### config.mk
export PLATFORM = sky130hd
export DESIGN_NAME = alu_seq_flat
export DESIGN_NICKNAME = d
export VERILOG_FILES = /design/src/rtl/alu_seq_if.sv /design/src/rtl/alu_seq.sv /design/src/flat_wrapper.sv
export SDC_FILE = /design/constraint.sdc
export NUM_CORES = 1
export LEC_CHECK = 0
export ABC_AREA = 1
export CAP_MARGIN = 25
export CORE_MARGIN = 4
export CORE_UTILIZATION = 39
export DETAILED_ROUTE_END_ITERATION = 12
export SETUP_SLACK_MARGIN = 0.1
export SLEW_MARGIN = 20
export SYNTH_ARGS = -nofsm -noshare
export SYNTH_HDL_FRONTEND = slang
export SYNTH_SLANG_ARGS = --single-unit
### constraint.sdc
create_clock -name clk -period 4.8 [get_ports clk]
set_input_delay 0.72 -clock clk [delete_from_list [all_inputs] [get_ports clk]]
set_output_delay 0.72 -clock clk [all_outputs]
set_load 0.005 [all_outputs]
### src/rtl/alu_seq_if.sv
// Operation-select type and the issue/result handshake bundle for alu_seq.
// Issue side: an op moves when in_valid & in_ready; result side: it moves when out_valid & out_ready.
package alu_types_pkg;
    typedef enum logic [3:0] {
        ALU_ADD  = 4'd0,
        ALU_SUB  = 4'd1,
        ALU_AND  = 4'd2,
        ALU_OR   = 4'd3,
        ALU_XOR  = 4'd4,
        ALU_SLT  = 4'd5,
        ALU_SLTU = 4'd6,
        ALU_SLL  = 4'd7,
        ALU_SRL  = 4'd8,
        ALU_SRA  = 4'd9
    } alu_control_t;
endpackage

interface alu_seq_if #(
    parameter int N = 32
);
    logic                        in_valid;
    logic                        in_ready;
    logic [N-1:0]                a;
    logic [N-1:0]                b;
    alu_types_pkg::alu_control_t control;
    logic                        out_valid;
    logic                        out_ready;
    logic [N-1:0]                result;
    logic                        overflow;
    logic                        zero;
    logic                        equal;
    logic                        busy;
    logic [1:0]                  dbg_state;

    modport master (
        output in_valid, a, b, control, out_ready,
        input  in_ready, out_valid, result, overflow, zero, equal, busy, dbg_state
    );

    modport slave (
        input  in_valid, a, b, control, out_ready,
        output in_ready, out_valid, result, overflow, zero, equal, busy, dbg_state
    );
endinterface

### src/rtl/alu_seq.sv
// Multi-cycle handshaked N-bit ALU; shifts iterate one bit per cycle unless
// ALU_SEQ_BARREL_SHIFT_EN is defined, which selects a single-cycle barrel shifter.
module alu_seq
    import alu_types_pkg::*;
#(
    parameter int N = 32
) (
    input  logic     clk,
    input  logic     rst,
    alu_seq_if.slave bus
);
    localparam int SHIFT_W = $clog2(N);

`ifdef ALU_SEQ_BARREL_SHIFT_EN
    typedef enum logic [1:0] {
        IDLE = 2'd0,
        EXEC = 2'd1,
        DONE = 2'd3
    } state_t;
`else
    typedef enum logic [1:0] {
        IDLE  = 2'd0,
        EXEC  = 2'd1,
        SHIFT = 2'd2,
        DONE  = 2'd3
    } state_t;
`endif

    state_t       state_q, state_d;
    logic [N-1:0] a_q, a_d;
    logic [N-1:0] b_q, b_d;
    alu_control_t ctrl_q, ctrl_d;
    logic [N-1:0] res_q, res_d;
    logic         ovf_q, ovf_d;
    logic         zero_q, zero_d;
    logic         eq_q, eq_d;

    logic               in_ready;
    logic               accept;
    logic [N-1:0]       sum;
    logic [N-1:0]       diff;
    logic [N-1:0]       alu_res;
    logic               alu_ovf;
    logic [SHIFT_W-1:0] shamt;

`ifndef ALU_SEQ_BARREL_SHIFT_EN
    logic [N-1:0]       work_q, work_d;
    logic [SHIFT_W-1:0] cnt_q, cnt_d;
    logic [N-1:0]       step;
    logic               is_shift;
`endif

    assign in_ready = (state_q == IDLE) || ((state_q == DONE) && bus.out_ready);
    assign accept   = bus.in_valid && in_ready;
    assign shamt    = b_q[SHIFT_W-1:0];

    always_comb begin : alu_core
        sum     = a_q + b_q;
        diff    = a_q - b_q;
        alu_res = '0;
        alu_ovf = 1'b0;
`ifndef ALU_SEQ_BARREL_SHIFT_EN
        is_shift = 1'b0;
`endif
        case (ctrl_q)
            ALU_ADD: begin
                alu_res = sum;
                alu_ovf = (a_q[N-1] == b_q[N-1]) && (sum[N-1] != a_q[N-1]);
            end
            ALU_SUB: begin
                alu_res = diff;
                alu_ovf = (a_q[N-1] != b_q[N-1]) && (diff[N-1] != a_q[N-1]);
            end
            ALU_AND:  alu_res = a_q & b_q;
            ALU_OR:   alu_res = a_q | b_q;
            ALU_XOR:  alu_res = a_q ^ b_q;
            ALU_SLT:  alu_res = {{(N-1){1'b0}}, ($signed(a_q) < $signed(b_q))};
            ALU_SLTU: alu_res = {{(N-1){1'b0}}, (a_q < b_q)};
`ifdef ALU_SEQ_BARREL_SHIFT_EN
            ALU_SLL:  alu_res = a_q << shamt;
            ALU_SRL:  alu_res = a_q >> shamt;
            ALU_SRA:  alu_res = $unsigned($signed(a_q) >>> shamt);
`else
            // Only the zero-amount case finishes in EXEC; it returns a unchanged.
            ALU_SLL, ALU_SRL, ALU_SRA: begin
                is_shift = 1'b1;
                alu_res  = a_q;
            end
`endif
            default: alu_res = '0;
        endcase
    end

`ifndef ALU_SEQ_BARREL_SHIFT_EN
    always_comb begin : shift_step
        step = work_q;
        case (ctrl_q)
            ALU_SLL: step = {work_q[N-2:0], 1'b0};
            ALU_SRL: step = {1'b0, work_q[N-1:1]};
            ALU_SRA: step = {work_q[N-1], work_q[N-1:1]};
            default: step = work_q;
        endcase
    end
`endif

    always_comb begin : fsm_next
        state_d = state_q;
        a_d     = a_q;
        b_d     = b_q;
        ctrl_d  = ctrl_q;
        res_d   = res_q;
        ovf_d   = ovf_q;
        zero_d  = zero_q;
        eq_d    = eq_q;
`ifndef ALU_SEQ_BARREL_SHIFT_EN
        work_d  = work_q;
        cnt_d   = cnt_q;
`endif
        case (state_q)
            IDLE: state_d = IDLE;
            EXEC: begin
`ifndef ALU_SEQ_BARREL_SHIFT_EN
                if (is_shift && (shamt != '0)) begin
                    work_d  = a_q;
                    cnt_d   = shamt;
                    state_d = SHIFT;
                end else
`endif
                begin
                    res_d   = alu_res;
                    ovf_d   = alu_ovf;
                    zero_d  = (alu_res == '0);
                    eq_d    = (a_q == b_q);
                    state_d = DONE;
                end
            end
`ifndef ALU_SEQ_BARREL_SHIFT_EN
            SHIFT: begin
                work_d = step;
                cnt_d  = cnt_q - SHIFT_W'(1);
                if (cnt_q == SHIFT_W'(1)) begin
                    res_d   = step;
                    ovf_d   = 1'b0;
                    zero_d  = (step == '0);
                    eq_d    = (a_q == b_q);
                    state_d = DONE;
                end
            end
`endif
            DONE: begin
                if (bus.out_ready) begin
                    state_d = IDLE;
                end
            end
            default: state_d = IDLE;
        endcase

        // A new op can only be taken from IDLE or from DONE while the result leaves.
        if (accept) begin
            a_d     = bus.a;
            b_d     = bus.b;
            ctrl_d  = bus.control;
            state_d = EXEC;
        end
    end

    always_ff @(posedge clk or posedge rst) begin
        if (rst) begin
            state_q <= IDLE;
            a_q     <= '0;
            b_q     <= '0;
            ctrl_q  <= ALU_ADD;
            res_q   <= '0;
            ovf_q   <= 1'b0;
            zero_q  <= 1'b0;
            eq_q    <= 1'b0;
        end else begin
            state_q <= state_d;
            a_q     <= a_d;
            b_q     <= b_d;
            ctrl_q  <= ctrl_d;
            res_q   <= res_d;
            ovf_q   <= ovf_d;
            zero_q  <= zero_d;
            eq_q    <= eq_d;
        end
    end

`ifndef ALU_SEQ_BARREL_SHIFT_EN
    always_ff @(posedge clk or posedge rst) begin
        if (rst) begin
            work_q <= '0;
            cnt_q  <= '0;
        end else begin
            work_q <= work_d;
            cnt_q  <= cnt_d;
        end
    end
`endif

    assign bus.in_ready  = in_ready;
    assign bus.out_valid = (state_q == DONE);
    assign bus.busy      = (state_q != IDLE);
    assign bus.result    = res_q;
    assign bus.overflow  = ovf_q;
    assign bus.zero      = zero_q;
    assign bus.equal     = eq_q;
    assign bus.dbg_state = state_q;
endmodule

### src/flat_wrapper.sv
// flat-port wrapper written by rule: the top's interface ports become plain ports
module alu_seq_flat import alu_types_pkg::*;
#(
    parameter int N = 32
)
  (clk, rst, bus_in_valid, bus_a, bus_b, bus_control, bus_out_ready, bus_in_ready, bus_out_valid, bus_result, bus_overflow, bus_zero, bus_equal, bus_busy, bus_dbg_state);
  alu_seq_if #(.N(N)) bus_i ();
  input  logic clk;
  input  logic rst;
  input wire logic [$bits(bus_i.in_valid)-1:0] bus_in_valid;
  input wire logic [$bits(bus_i.a)-1:0] bus_a;
  input wire logic [$bits(bus_i.b)-1:0] bus_b;
  input wire logic [$bits(bus_i.control)-1:0] bus_control;
  input wire logic [$bits(bus_i.out_ready)-1:0] bus_out_ready;
  output wire logic [$bits(bus_i.in_ready)-1:0] bus_in_ready;
  output wire logic [$bits(bus_i.out_valid)-1:0] bus_out_valid;
  output wire logic [$bits(bus_i.result)-1:0] bus_result;
  output wire logic [$bits(bus_i.overflow)-1:0] bus_overflow;
  output wire logic [$bits(bus_i.zero)-1:0] bus_zero;
  output wire logic [$bits(bus_i.equal)-1:0] bus_equal;
  output wire logic [$bits(bus_i.busy)-1:0] bus_busy;
  output wire logic [$bits(bus_i.dbg_state)-1:0] bus_dbg_state;
  assign bus_i.in_valid = bus_in_valid;
  assign bus_i.a = bus_a;
  assign bus_i.b = bus_b;
  assign bus_i.control = bus_control;
  assign bus_i.out_ready = bus_out_ready;
  assign bus_in_ready = bus_i.in_ready;
  assign bus_out_valid = bus_i.out_valid;
  assign bus_result = bus_i.result;
  assign bus_overflow = bus_i.overflow;
  assign bus_zero = bus_i.zero;
  assign bus_equal = bus_i.equal;
  assign bus_busy = bus_i.busy;
  assign bus_dbg_state = bus_i.dbg_state;
  alu_seq #(.N(N)) u_core (.clk(clk), .rst(rst), .bus(bus_i));
endmodule
==> results.sh, run 1 <==
export IMPL_cp_start_kind="flip-flop"
export IMPL_core_sq_mm=0.0345
export IMPL_slowest_delay_ns=0.78
export IMPL_worst_r2r_cell_count=14
export IMPL_num_nets_final=2415
export IMPL_worstReg2RegEnd="u_core.bus.zero"
export IMPL_syn_area_sq_mm=0.0136
export IMPL_cap_violations=0
export IMPL_first_iter_violations=1442
export IMPL_dp_slack_ns=0.847
export IMPL_ys_types=45
export IMPL_hold_viol=0
export IMPL_place_hpwl_mm=45.0
export IMPL_rows=68
export IMPL_cts_sinks=142
export IMPL_maxSlewHeadroom_pct=35.4
export IMPL_period_needed_ns=3.98
export IMPL_slew_viol_final=0
export IMPL_fin_skew_ns=0.0176
export IMPL_gp_congestion=1.04
export IMPL_synth_top_area_cell="dfrtp_1"
export IMPL_yosys_most_used_dff="dfrtp_1"
export IMPL_synth_area_leaders="dfrtp_1 (26%), nand2_1 (17%), ha_1 (11%), inv_1 (9.2%), nor2_1 (6.8%)"
export IMPL_synth_area_per_cell_sq_um=6.27
export IMPL_cp_startpoint="u_core.ctrl_q[3]"
export IMPL_finalSetupViolations=0
export IMPL_synthCells=2163
export IMPL_critPathBufInv=3
export IMPL_die_w_um=194
export IMPL_min_delay_path_class="reg -> reg"
export IMPL_crit_arrival_ns=4.36
export IMPL_die_y_um=194
export IMPL_yosysSeqAreaShare_pct=26.2
export IMPL_start_util_pct=39.4
export IMPL_fin_crit_sh_pct=82.8
export IMPL_cts_resized_gates=0
export IMPL_clkTransAtPathRegs_ns=0.07
export IMPL_crit_path_end_kind="flip-flop"
export IMPL_drt_total_wl_mm=57.3
export IMPL_fin_ws_ns=0.824
export IMPL_clockBufferDepth=2
export IMPL_worstHoldStart="u_core.bus.result[2]"
export IMPL_async_flop_share_pct=100
export IMPL_grt_antenna_before_repair=0
export IMPL_yosysWarningCount=0
export IMPL_tightest_slew_ns=0.966
export IMPL_crit_type="reg -> reg"
export IMPL_grt_pass1_wl_mm=86.9
export IMPL_drive_above_1_share_pct=4.43
export IMPL_syn_num_nets=2357
export IMPL_setup_tns_ns=0
export IMPL_htreeDepth=4
export IMPL_num_io_pins=112
export IMPL_synth_top_cells_by_count="nand2_1 (612), inv_1 (331), nor2_1 (246)"
export IMPL_critPathTopFamily="simple AND/OR/NAND/NOR gates"
export IMPL_fmax_mhz=251
export IMPL_outcome="completed"
export IMPL_grt_total_usage_pct=29.7
export IMPL_grt_overflow=0
export IMPL_synth_seq_cells=142
export IMPL_wl_per_cell_um=21.3
export IMPL_crit_fanout=35
export IMPL_cts_root_buf="clkbuf_16"
export IMPL_hold_end="u_core.bus.result[2]"
export IMPL_cts_setup_buffers=0
export IMPL_antenna_left=0
export IMPL_synth_edf_count=0
export IMPL_viasPerCell=5.48
export IMPL_dieArea_sq_mm=0.0378
export IMPL_yosysMostFrequentCell="nand2_1"
export IMPL_cts_buffers=17
export IMPL_vias=14700
export IMPL_r2r_start="u_core.ctrl_q[3]"
export IMPL_cts_tree="done"
export IMPL_reg2reg_slack_ns=0.82
export IMPL_num_antenna_cells=0
export IMPL_clkLatencyLatePin_ns=0.47
export IMPL_drc_errors=0
export IMPL_firstDrtPassIters=6
export IMPL_grt_setup_unrepaired="false"
export IMPL_whs_path_depth=1
export IMPL_crit_slowest_cell="inv_2"
export IMPL_syn2layout_area_growth_pct=14.6
export IMPL_cts_hold_buffers_added=0
export IMPL_cp_required_ns=5.19
export IMPL_synth_top_area_share_pct=26.2
export IMPL_grt_max_degree=79
export IMPL_grt_pass1_vias=14200
export IMPL_path_cells="inv_2 > nor2_2 > nand2_2 > buf_4 > nand2_2 > inv_2 > o22ai_1 > nor3_1 > nand3_1 > nor2_1 > nand3_1 > nor2_1 > nand2_1 > a21oi_2"
export IMPL_portBuffers=111
## worst max path at each step
stage / slack, ns / end / cells past startpoint
finish: 0.82 / u_core.bus.zero / 14
global route: 0.64 / u_core.bus.zero / 18
CTS: 0.81 / u_core.bus.result[22] / 11
detailed placement: 0.85 / u_core.bus.result[22] / 11
global placement: 0.95 / u_core.bus.result[22] / 11
floorplan: 0.27 / u_core.a_q[0] / 1
## registers in the layout, indices dropped and copies added (netlist names)
name,flops
u_core.bus.result,32
u_core.bus.dbg_state,2
u_core.work_q,32
u_core.bus.equal,1
u_core.a_q,32
u_core.bus.overflow,1
u_core.bus.zero,1
u_core.ctrl_q,4
u_core.b_q,32
u_core.cnt_q,5
## layout make-up
type | count | area, sq um
Clock inverter | 14 | 144
Fill cell | 3773 | 18900
Inverter | 346 | 1300
Clock buffer | 18 | 439
Timing Repair Buffer | 124 | 1220
Multi-Input combinational cell | 1590 | 8310
Tap cell | 455 | 569
Sequential cell | 142 | 3550
## cell families after synthesis
kind of cell	after synthesis	share of synthesized area (%)
simple gates	1099	33.5
flops	142	26.2
buf+inv	431	12.8
xor+xnor	2	0.129
compound gates	367	16.1
fa+ha+maj	122	11.4
## metal layers
metal | vias to the layer above | wire length (um) | track usage [%]
met2 | 641 | 26100 | 47.9
met3 | 115 | 3500 | 4.19
met4 | 0 | 3020 | 14.0
met5 | - | 0 | 0
met1 | 6937 | 24700 | 39.4
li1 | 7047 | - | -
## layout by cell type, fill, tap and decap left out, types with 2 or more instances in the layout
cell,count
a211oi_1,3
a21oi_1,133
a221oi_1,16
a22o_1,2
a31oi_1,3
buf_4,12
clkbuf_16,17
clkdlybuf4s50_1,111
clkinv_1,3
clkinv_2,2
clkinv_4,2
dfrtp_1,142
fa_1,2
ha_1,119
inv_1,330
inv_2,12
inv_6,7
inv_8,3
nand2_1,611
nand2_2,6
nand2_4,3
nand3_1,159
nand3_2,2
nand4_1,27
nor2_1,244
nor2_2,9
nor2_4,2
nor3_1,15
nor4_1,4
o211ai_1,25
o21a_1,4
o21ai_0,97
o21ai_1,5
o21bai_1,7
o221ai_1,25
o221ai_2,2
o22ai_1,41
or2_2,13
## stage by stage
| stage | util, % | cells | hold WS (ns) | cell area (sq um) |
|---|---|---|---|---|
| finish | 45.1 | 2689 | 0.492 | 15500 |
| global route | 45.1 | 2689 | 0.507 | 15500 |
| CTS | 45.0 | 2688 | 0.501 | 15500 |
| detailed placement | 43.3 | 2656 | 0.482 | 14900 |
| global placement | 43.3 | 2656 | 0.478 | 14900 |
| floorplan | - | 2163 | 0.474 | 13600 |
Power of run 1 is left out: the tool's default activity adds up to more than one toggle a clock period on the data nets, which glitch-free logic cannot reach.
==> run 2, diff against run 1 <==
==> constraint.sdc (replaced) <==
create_clock -name clk -period 3.5 [get_ports clk]
set_input_delay 0.525 -clock clk [delete_from_list [all_inputs] [get_ports clk]]
set_output_delay 0.525 -clock clk [all_outputs]
set_load 0.005 [all_outputs]
==> results.sh, run 2 (synthesis gave the netlist of run 1 again) <==
export IMPL_cts_sinks=142
export IMPL_slowest_delay_ns=0.62
export IMPL_grt_overflow=0
export IMPL_fillCellCount=3725
export IMPL_hold_viol=0
export IMPL_crit_type="reg -> reg"
export IMPL_num_nets_final=2464
export IMPL_portBuffers=111
export IMPL_grt_pass1_wl_mm=90.1
export IMPL_drc_errors=0
export IMPL_crit_path_end_kind="flip-flop"
export IMPL_drive_above_1_share_pct=7.14
export IMPL_crit_slowest_cell="ha_1"
export IMPL_finalSetupViolations=0
export IMPL_fmax_mhz=305
export IMPL_mostFrequentLayoutCells="nand2_1 (611), inv_1 (328), nor2_1 (243)"
export IMPL_maxSlewHeadroom_pct=45.5
export IMPL_num_antenna_cells=0
export IMPL_grt_total_usage_pct=31.0
export IMPL_outcome="completed"
export IMPL_clkLatencyLatePin_ns=0.47
export IMPL_cts_root_buf="clkbuf_16"
export IMPL_dieArea_sq_mm=0.0378
export IMPL_instances_no_fill=2738
export IMPL_cp_required_ns=3.90
export IMPL_cap_violations=0
export IMPL_grt_antenna_before_repair=0
export IMPL_multi_input_area_sq_mm=0.00837
export IMPL_syn2layout_area_growth_pct=18.0
export IMPL_die_w_um=194
export IMPL_tightest_slew_ns=0.818
export IMPL_regArea_sq_mm=0.00355
export IMPL_crit_fanout=9
export IMPL_cts_buffers=17
export IMPL_grt_max_degree=143
export IMPL_clkTransAtPathRegs_ns=0.07
export IMPL_grt_setup_unrepaired="false"
export IMPL_path_cells="inv_1 > ha_1 > nand2_2 > nor2_1 > inv_1 > nor2_1 > nand3_1 > nand3_1 > nand2_1 > nand3_1 > nand3_1 > nor2_1 > nand3_1 > nor2_1 > nand2_1 > a21oi_2"
export IMPL_wl_per_cell_um=21.9
export IMPL_grt_pass1_vias=14700
export IMPL_antenna_left=0
export IMPL_fin_crit_sh_pct=93.8
export IMPL_cts_tree="done"
export IMPL_dp_cells=2705
export IMPL_firstDrtPassIters=7
export IMPL_die_y_um=194
export IMPL_first_iter_violations=1500
export IMPL_min_delay_path_class="reg -> reg"
export IMPL_period_needed_ns=3.28
export IMPL_vias=15100
export IMPL_start_util_pct=39.4
export IMPL_layout_commonest_cell="nand2_1"
export IMPL_cp_common_cell="nand3_1"
export IMPL_core_sq_mm=0.0345
export IMPL_slew_viol_final=0
export IMPL_fin_skew_ns=0.0217
export IMPL_gp_congestion=1.06
export IMPL_crit_arrival_ns=3.68
export IMPL_rows=68
export IMPL_viasPerCell=5.51
export IMPL_cp_start_kind="flip-flop"
export IMPL_clockBufferDepth=2
export IMPL_place_hpwl_mm=48.1
export IMPL_htreeDepth=4
export IMPL_num_io_pins=112
export IMPL_drt_total_wl_mm=60.0
==> run 2: cell count changes in the layout (fill, tap and decap cells not counted), sizes merged <==
cell,change
clkbuf,+2
buf,+49
clkinv,-1
clkinvlp,+6
inv,-6
bufinv,-1
==> run 2: per-stage QoR <==
step	util, %	TNS (ns)	setup slack, ns	hold slack [ns]	cell area (sq um)
after floorplan	-	0	1.18	0.474	13600
after global placement	44.6	-0.198	-0.198	0.481	15400
after detailed placement	44.6	-0.116	-0.116	0.485	15400
after CTS	46.2	0	0.107	0.502	15900
after global routing	46.4	0	0.103	0.522	16000
final	46.4	0	0.219	0.497	16000
==> run 2: final timing paths <==
path | startpoint | end | slack (ns) | depth (start not counted)
hold / removal | u_core.bus.result[0] | u_core.bus.result[0] | 0.50 | 1
hold reg to reg | u_core.bus.result[0] | u_core.bus.result[0] | 0.50 | 1
setup / recovery | u_core.a_q[19] | u_core.bus.zero | 0.22 | 16
min in group asynchronous | rst | u_core.bus.dbg_state[1] | 0.61 | 3
max in group asynchronous | rst | u_core.b_q[25] | 2.26 | 3
setup reg to reg | u_core.a_q[19] | u_core.bus.zero | 0.22 | 16
==> run 2: final cells by class <==
type | instances | area share (%)
multi-input cells | 1590 | 52.3
flip-flops and latches | 142 | 22.2
clock buffers | 20 | 2.92
well taps | 455 | 3.56
inverters | 346 | 8.14
repair buffers | 173 | 10.2
clock inverters | 12 | 0.633
==> run 2: routing by layer <==
| layer | vias up | part of all wire [%] | GRT usage, % |
|---|---|---|---|
| li1 | 7160 | - | - |
| met2 | 660 | 45 | 49.9 |
| met3 | 126 | 6.4 | 4.85 |
| met1 | 7132 | 43 | 40.9 |
| met4 | 0 | 5.6 | 14.8 |
| met5 | - | 0 | 0 |
==> run 2: critical path: cells and delay by family, from the launching register on <==
family                   cells  cell delay [ns]
buffers and inverters        2             0.20
AND/OR/NAND/NOR             12             1.87
AO/OA/AOI/OAI                1             0.10
adder cells (fa/ha/maj)      1             0.62
flip-flops                   1             0.40
==> run 2: what timing repair did <==
| item | in CTS | in global routing |
|---|---|---|
| hold buffers | 0 | 0 |
| pin swaps | 0 | 1 |
| resized for setup | 2 | 17 |
| gates cloned | 0 | 0 |
| endpoints found under the setup margin | 1 | 2 |
| buffers inserted | 0 | 1 |
Power of run 2 is left out for the same reason.
